## config.mk

```make
export PLATFORM = sky130hd
export DESIGN_NAME = wb_port_arbiter_flat
export DESIGN_NICKNAME = d
export VERILOG_FILES = /design/src/rtl/wb_port_arbiter_pkg.sv /design/src/rtl/wb_port_arbiter_if.sv /design/src/rtl/wb_lu_fifo.sv /design/src/rtl/wb_port_arbiter.sv /design/src/flat_wrapper.sv
export SDC_FILE = /design/constraint.sdc
export NUM_CORES = 1
export LEC_CHECK = 0
export CELL_PAD_IN_SITES_DETAIL_PLACEMENT = 1
export CELL_PAD_IN_SITES_GLOBAL_PLACEMENT = 2
export CORE_MARGIN = 1
export CORE_UTILIZATION = 29
export DETAILED_ROUTE_END_ITERATION = 10
export MAX_ROUTING_LAYER = met4
export PLACE_DENSITY = 0.81
export SLEW_MARGIN = 15
export SYNTH_ARGS = -nofsm -noshare
export SYNTH_HDL_FRONTEND = slang
export SYNTH_HIERARCHICAL = 1
export SYNTH_SLANG_ARGS = --single-unit
```

## constraint.sdc

```tcl
create_clock -name clk -period 2.4 [get_ports clk]
set_input_delay 0.36 -clock clk [delete_from_list [all_inputs] [get_ports clk]]
set_output_delay 0.36 -clock clk [all_outputs]
set_load 0.05 [all_outputs]
```

## src/rtl/wb_port_arbiter_pkg.sv

```systemverilog
// Shared types and constants for the register-file write-port arbiter.
// The bypass path is compiled in with WB_ARB_BYPASS_EN (see wb_port_arbiter.sv).
package wb_port_arbiter_pkg;

    localparam int XLEN   = 32;
    localparam int REG_AW = 5;

    localparam logic [REG_AW-1:0] ZERO_REG = '0;

    typedef struct packed {
        logic              valid;
        logic              killed;
        logic [REG_AW-1:0] rd;
        logic [XLEN-1:0]   data;
    } lu_entry_t;

endpackage

```

## src/rtl/wb_port_arbiter_if.sv

```systemverilog
// Bus bundle between WB stage / long-latency unit and the write-port arbiter.
interface wb_port_arbiter_if;
    import wb_port_arbiter_pkg::*;

    logic              wb_valid;
    logic              wb_reg_write;
    logic [REG_AW-1:0] wb_rd;
    logic [XLEN-1:0]   wb_data;

    // LU handshake: a result transfers on a rising edge where lu_valid && lu_ready.
    // lu_valid, lu_rd and lu_data hold until then; lu_ready never depends on lu_valid.
    logic              lu_valid;
    logic [REG_AW-1:0] lu_rd;
    logic [XLEN-1:0]   lu_data;
    logic              lu_ready;

    logic              rf_we;
    logic [REG_AW-1:0] rf_waddr;
    logic [XLEN-1:0]   rf_wdata;
    logic              stall_pipe;
    logic              lu_pending;

    modport slave (
        input  wb_valid, wb_reg_write, wb_rd, wb_data,
        input  lu_valid, lu_rd, lu_data,
        output lu_ready, rf_we, rf_waddr, rf_wdata, stall_pipe, lu_pending
    );

    modport master (
        output wb_valid, wb_reg_write, wb_rd, wb_data,
        output lu_valid, lu_rd, lu_data,
        input  lu_ready, rf_we, rf_waddr, rf_wdata, stall_pipe, lu_pending
    );

endinterface

```

## src/rtl/wb_lu_fifo.sv

```systemverilog
// DEPTH-entry synchronous FIFO of LU results with a destination-register kill port.
module wb_lu_fifo
    import wb_port_arbiter_pkg::*;
#(
    parameter int DEPTH = 2
) (
    input  logic              clk,
    input  logic              rst,
    input  logic              push,
    input  logic [REG_AW-1:0] push_rd,
    input  logic [XLEN-1:0]   push_data,
    input  logic              pop,
    input  logic              kill_en,
    input  logic [REG_AW-1:0] kill_rd,
    output lu_entry_t         head,
    output logic              full
);

    localparam int PW = $clog2(DEPTH);
    localparam int CW = PW + 1;

    lu_entry_t         mem [DEPTH];
    logic [PW-1:0]     wr_ptr;
    logic [PW-1:0]     rd_ptr;
    logic [CW-1:0]     count;

    always_ff @(posedge clk or posedge rst) begin
        if (rst) begin
            wr_ptr <= '0;
            rd_ptr <= '0;
            count  <= '0;
            for (int i = 0; i < DEPTH; i++) mem[i] <= '0;
        end else begin
            for (int i = 0; i < DEPTH; i++) begin
                if (kill_en && mem[i].valid && (mem[i].rd == kill_rd)) mem[i].killed <= 1'b1;
            end
            if (pop) begin
                mem[rd_ptr].valid <= 1'b0;
                rd_ptr            <= rd_ptr + 1'b1;
            end
            // An LU result arriving alongside a younger WB write to the same rd is stale.
            if (push) begin
                mem[wr_ptr] <= '{valid: 1'b1, killed: kill_en && (push_rd == kill_rd),
                                 rd: push_rd, data: push_data};
                wr_ptr      <= wr_ptr + 1'b1;
            end
            case ({push, pop})
                2'b10:   count <= count + 1'b1;
                2'b01:   count <= count - 1'b1;
                default: count <= count;
            endcase
        end
    end

    assign head = mem[rd_ptr];
    assign full = (count == CW'(DEPTH));

endmodule

```

## src/rtl/wb_port_arbiter.sv

```systemverilog
// Arbitrates the single regfile write port between the WB stage and buffered LU results.
// Define WB_ARB_BYPASS_EN to let an LU result write directly when the port and FIFO are idle.
module wb_port_arbiter
    import wb_port_arbiter_pkg::*;
#(
    parameter int DEPTH        = 2,
    parameter int STARVE_LIMIT = 4
) (
    input  logic               clk,
    input  logic               rst,
    wb_port_arbiter_if.slave   bus
);

    localparam int SW = $clog2(STARVE_LIMIT + 1);

    lu_entry_t         head;
    logic              full;
    logic              wb_req;
    logic              fifo_req;
    logic              force_grant;
    logic              grant_wb;
    logic              grant_fifo;
    logic              bypass;
    logic              push;
    logic [SW-1:0]     starve_cnt;
    logic              rf_we;
    logic [REG_AW-1:0] rf_waddr;
    logic [XLEN-1:0]   rf_wdata;

    assign wb_req      = bus.wb_valid && bus.wb_reg_write && (bus.wb_rd != ZERO_REG);
    assign fifo_req    = head.valid;
    assign force_grant = fifo_req && (starve_cnt == SW'(STARVE_LIMIT));
    assign grant_fifo  = fifo_req && (force_grant || !wb_req);
    assign grant_wb    = wb_req && !force_grant;

`ifdef WB_ARB_BYPASS_EN
    assign bypass = !fifo_req && !wb_req && bus.lu_valid;
`else
    assign bypass = 1'b0;
`endif

    assign push = bus.lu_valid && !full && !bypass;

    always_comb begin
        rf_we    = 1'b0;
        rf_waddr = ZERO_REG;
        rf_wdata = '0;
        if (grant_wb) begin
            rf_we    = 1'b1;
            rf_waddr = bus.wb_rd;
            rf_wdata = bus.wb_data;
        end else if (grant_fifo) begin
            rf_we    = !head.killed && (head.rd != ZERO_REG);
            rf_waddr = head.rd;
            rf_wdata = head.data;
        end else if (bypass) begin
            rf_we    = (bus.lu_rd != ZERO_REG);
            rf_waddr = bus.lu_rd;
            rf_wdata = bus.lu_data;
        end
    end

    // Counts cycles a buffered result waits; reaching the limit steals the port.
    always_ff @(posedge clk or posedge rst) begin
        if (rst) begin
            starve_cnt <= '0;
        end else if (!fifo_req || grant_fifo) begin
            starve_cnt <= '0;
        end else begin
            starve_cnt <= starve_cnt + 1'b1;
        end
    end

    wb_lu_fifo #(.DEPTH(DEPTH)) u_fifo (
        .clk       (clk),
        .rst       (rst),
        .push      (push),
        .push_rd   (bus.lu_rd),
        .push_data (bus.lu_data),
        .pop       (grant_fifo),
        .kill_en   (grant_wb),
        .kill_rd   (bus.wb_rd),
        .head      (head),
        .full      (full)
    );

    assign bus.lu_ready   = !full;
    assign bus.rf_we      = rf_we;
    assign bus.rf_waddr   = rf_waddr;
    assign bus.rf_wdata   = rf_wdata;
    assign bus.stall_pipe = force_grant;
    assign bus.lu_pending = fifo_req;

endmodule

```

## src/flat_wrapper.sv

```systemverilog
// flat-port wrapper written by rule: the top's interface ports become plain ports
module wb_port_arbiter_flat import wb_port_arbiter_pkg::*;
#(
    parameter int DEPTH        = 2,
    parameter int STARVE_LIMIT = 4
)
  (clk, rst, bus_wb_valid, bus_wb_reg_write, bus_wb_rd, bus_wb_data, bus_lu_valid, bus_lu_rd, bus_lu_data, bus_lu_ready, bus_rf_we, bus_rf_waddr, bus_rf_wdata, bus_stall_pipe, bus_lu_pending);
  wb_port_arbiter_if bus_i ();
  input  logic clk;
  input  logic rst;
  input wire logic [$bits(bus_i.wb_valid)-1:0] bus_wb_valid;
  input wire logic [$bits(bus_i.wb_reg_write)-1:0] bus_wb_reg_write;
  input wire logic [$bits(bus_i.wb_rd)-1:0] bus_wb_rd;
  input wire logic [$bits(bus_i.wb_data)-1:0] bus_wb_data;
  input wire logic [$bits(bus_i.lu_valid)-1:0] bus_lu_valid;
  input wire logic [$bits(bus_i.lu_rd)-1:0] bus_lu_rd;
  input wire logic [$bits(bus_i.lu_data)-1:0] bus_lu_data;
  output wire logic [$bits(bus_i.lu_ready)-1:0] bus_lu_ready;
  output wire logic [$bits(bus_i.rf_we)-1:0] bus_rf_we;
  output wire logic [$bits(bus_i.rf_waddr)-1:0] bus_rf_waddr;
  output wire logic [$bits(bus_i.rf_wdata)-1:0] bus_rf_wdata;
  output wire logic [$bits(bus_i.stall_pipe)-1:0] bus_stall_pipe;
  output wire logic [$bits(bus_i.lu_pending)-1:0] bus_lu_pending;
  assign bus_i.wb_valid = bus_wb_valid;
  assign bus_i.wb_reg_write = bus_wb_reg_write;
  assign bus_i.wb_rd = bus_wb_rd;
  assign bus_i.wb_data = bus_wb_data;
  assign bus_i.lu_valid = bus_lu_valid;
  assign bus_i.lu_rd = bus_lu_rd;
  assign bus_i.lu_data = bus_lu_data;
  assign bus_lu_ready = bus_i.lu_ready;
  assign bus_rf_we = bus_i.rf_we;
  assign bus_rf_waddr = bus_i.rf_waddr;
  assign bus_rf_wdata = bus_i.rf_wdata;
  assign bus_stall_pipe = bus_i.stall_pipe;
  assign bus_lu_pending = bus_i.lu_pending;
  wb_port_arbiter #(.DEPTH(DEPTH), .STARVE_LIMIT(STARVE_LIMIT)) u_core (.clk(clk), .rst(rst), .bus(bus_i));
endmodule
```

==> results.tsv <==
metric	value	unit
result of the run	finished with violations	
violations in the final reports	negative setup slack	
first-pass GRT wire length	21300	µm
post-route setup slack	-0.105	ns
Synth Area in Simple Gates	0.0542	
Register-to-Register Setup Slack	0.18	ns
maximum ir drop on the vdd rail	703	µV
GRT Resource Usage Total	0.175	
# diodes	0	
combinational family with the most area after synthesis	multiplexers	
Synth Area in Compound Gates	0.0189	
Initial Utilization	0.301	
area growth from synthesis to layout	64.1	%
core region area	15400	µm²
post-DP HPWL	9500	µm
final number of max-transition violations	0	
Startpoint Class	input port	
mux share of post-synthesis cell area	0.352	
GR Overflow Total	0	
class of the worst hold path	input port to asynchronous set/reset pin	
clock root buffer	sky130_fd_sc_hd__clkbuf_16	
Vias/cell	4.56	
drt first-iter violations	75	
crit end category	output pin	
Ys Warns	6	
hold violation total from the final report	0	
die area	16500	µm²
overall power consumption	11.4	mW
number of global-route vias before repair	4019	
unrepaired setup endpoints after global routing	yes	
Chip Height	128	µm
TritonCTS clock tree	built	
Clk pin slew, worst setup/hold paths	0.06	ns
Slew @ Worst Pin	0.525	ns
DRC errors left	0	
register bit count reported by yosys	85	
CTS H-tree depth	3	
fraction of final layout cells with drive strength greater than 1	0.433	
number of core rows	45	
Sink Count	85	
category of the most critical setup path	input port to output pin	
clock tree skew after final layout	0.00544	ns
final net count	620	
final WL	12900	µm
CP max FO	9	
post-synthesis instance area	4640	µm²
via count	3437	
critical path data arrival time	2.15	ns
leakage dissipation	3.27	nW
fraction of the mapped netlist area in adder cells	0.00809	
Relative slew margins	0.649	
final setup TNS	-2.39	ns
gate count after technology mapping	390	
top-level port count	120	
Maximum Capacitance Violations	0	
power per unit of standard cell area	1500	nW/µm²
Wirelength per Cell	17.2	µm
Worst Hold Slack	0.356	ns
remaining number of nets flagged by the antenna check after routing	0	
f_max	0.399	GHz
number of buffers created by CTS	9	
most frequent standard cell in the layout excluding fill and tap cells	sky130_fd_sc_hd__dfrtp_1	
register area	2130	µm²
commonest cells after routing, fill and taps aside	84 x sky130_fd_sc_hd__dfrtp_1, 83 x sky130_fd_sc_hd__mux2_2, 75 x sky130_fd_sc_hd__clkdlybuf4s50_1	
initial antenna violation count	0	
Post-Synth XOR/XNOR Area	0.0397	
post-synthesis sequential area ratio	0.459	
required time of the critical path	2.04	ns
area taken by multi-input logic gates	2710	µm²
Post-Syn Nets	472	
DR pass1 iterations	4	
final-layout fill cell count	1578	
insertion delay of the later-clocked pin in the worst-skew pair	0.33	ns
number of distinct library cells after synthesis	31	
maximum number of pins on one net before global-route repair	53	
final setup fails	38	
routability congestion estimate from global placement	0.843	
Port Buf Inserts	119	
number of buffers between clock root and the deepest sink	2	
ratio of final minimum period to clock period	1.04	
Die Wd	128	µm
final critical-path required period	2.51	ns
mean instance size in the synthesized netlist	11.9	µm²
## where the power goes
group          leakage (nW)  switching (mW)  internal (mW)
logic                  2.11            3.69           3.73
clock network         0.152           0.540          0.890
registers              1.01           0.421           2.16
## timing repair
| item | CTS | global route |
|---|---|---|
| pin swaps | 4 | 7 |
| endpoints found under the setup margin | 39 | 39 |
| resized for setup | 30 | 10 |
| gates cloned | 2 | 0 |
| hold buffers | 0 | 0 |
| setup buffers | 7 | 1 |
## cell type report
| class | instances | area share |
|---|---|---|
| Clock buffer | 13 | 0.0355 |
| Clock inverter | 3 | 0.00559 |
| Inverter | 45 | 0.0230 |
| Multi-Input combinational cell | 239 | 0.356 |
| Sequential cell | 85 | 0.280 |
| Tap cell | 211 | 0.0347 |
| Timing Repair Buffer | 158 | 0.266 |
## registers in the layout, indices dropped and copies added, names as in the netlist
register,count
u_core/u_fifo/mem,78
u_core/starve_cnt,3
u_core/u_fifo/count,2
u_core/u_fifo/rd_ptr,1
u_core/u_fifo/wr_ptr,1
## logic make-up after synthesis
| logic type | after synthesis |
|---|---|
| AO/OA/AOI/OAI | 9 |
| XOR/XNOR | 21 |
| adder cells (fa/ha/maj) | 3 |
| buffers and inverters | 66 |
| flip-flops | 85 |
| multiplexers | 149 |
| AND/OR/NAND/NOR | 57 |
## metal layers
layer | vias up | track usage | part of all wire
li1 | 1605 | - | -
met1 | 1745 | 0.202 | 0.41
met2 | 75 | 0.313 | 0.55
met3 | 12 | 0.0274 | 0.031
met4 | 0 | 0.0478 | 0.012
met5 | - | - | 0
## worst paths after layout
path	startpoint	cells past startpoint	to
setup / recovery	bus_wb_rd[4]	7	bus_rf_wdata[21]
hold / removal	rst	2	u_core/starve_cnt[1]
setup reg to reg	u_core/u_fifo/rd_ptr	12	u_core/u_fifo/count[1]
hold reg to reg	u_core/u_fifo/count[1]	1	u_core/u_fifo/count[1]
max in group asynchronous	rst	3	u_core/u_fifo/mem[62]
min in group clk	u_core/u_fifo/count[1]	1	u_core/u_fifo/count[1]
## synth_stat cells (all sizes together)
cell type / n / area (µm²)
mux2: 114 / 1280
dfrtp: 85 / 2130
inv: 45 / 169
nand2: 39 / 146
mux2i: 35 / 350
buf: 17 / 133
xor2: 15 / 131
xnor2: 6 / 52.6
clkbuf: 4 / 15.0
nor2: 4 / 15.0
and3: 3 / 18.8
ha: 3 / 37.5
nor4: 3 / 18.8
a32o: 2 / 20.0
nor2b: 2 / 12.5
nor3: 2 / 10.0
o21ai: 2 / 10.0
or4: 2 / 18.8
a21oi: 1 / 5.00
a2bb2oi: 1 / 8.76
a41o: 1 / 10.0
nand3: 1 / 5.00
nand4: 1 / 6.26
o2111ai: 1 / 26.3
o31ai: 1 / 7.51
## through the flow
step / util / std cells / area, µm² / setup WS (ns)
floorplan: - / 390 / 5120 / 0.00315
global placement: 0.463 / 731 / 7140 / -0.354
detailed placement: 0.463 / 731 / 7140 / -0.378
CTS: 0.494 / 756 / 7620 / -0.190
global route: 0.493 / 754 / 7610 / -0.163
finish: 0.493 / 754 / 7610 / -0.105
## worst max-delay path, stage by stage
cell,delay [ns]
sky130_fd_sc_hd__buf_2,0.11
sky130_fd_sc_hd__or4_4,0.54
sky130_fd_sc_hd__o2111ai_4,0.23
sky130_fd_sc_hd__buf_12,0.16
sky130_fd_sc_hd__buf_6,0.25
sky130_fd_sc_hd__mux2i_4,0.31
sky130_fd_sc_hd__buf_12,0.16
Power figures use the tool's default switching activity.
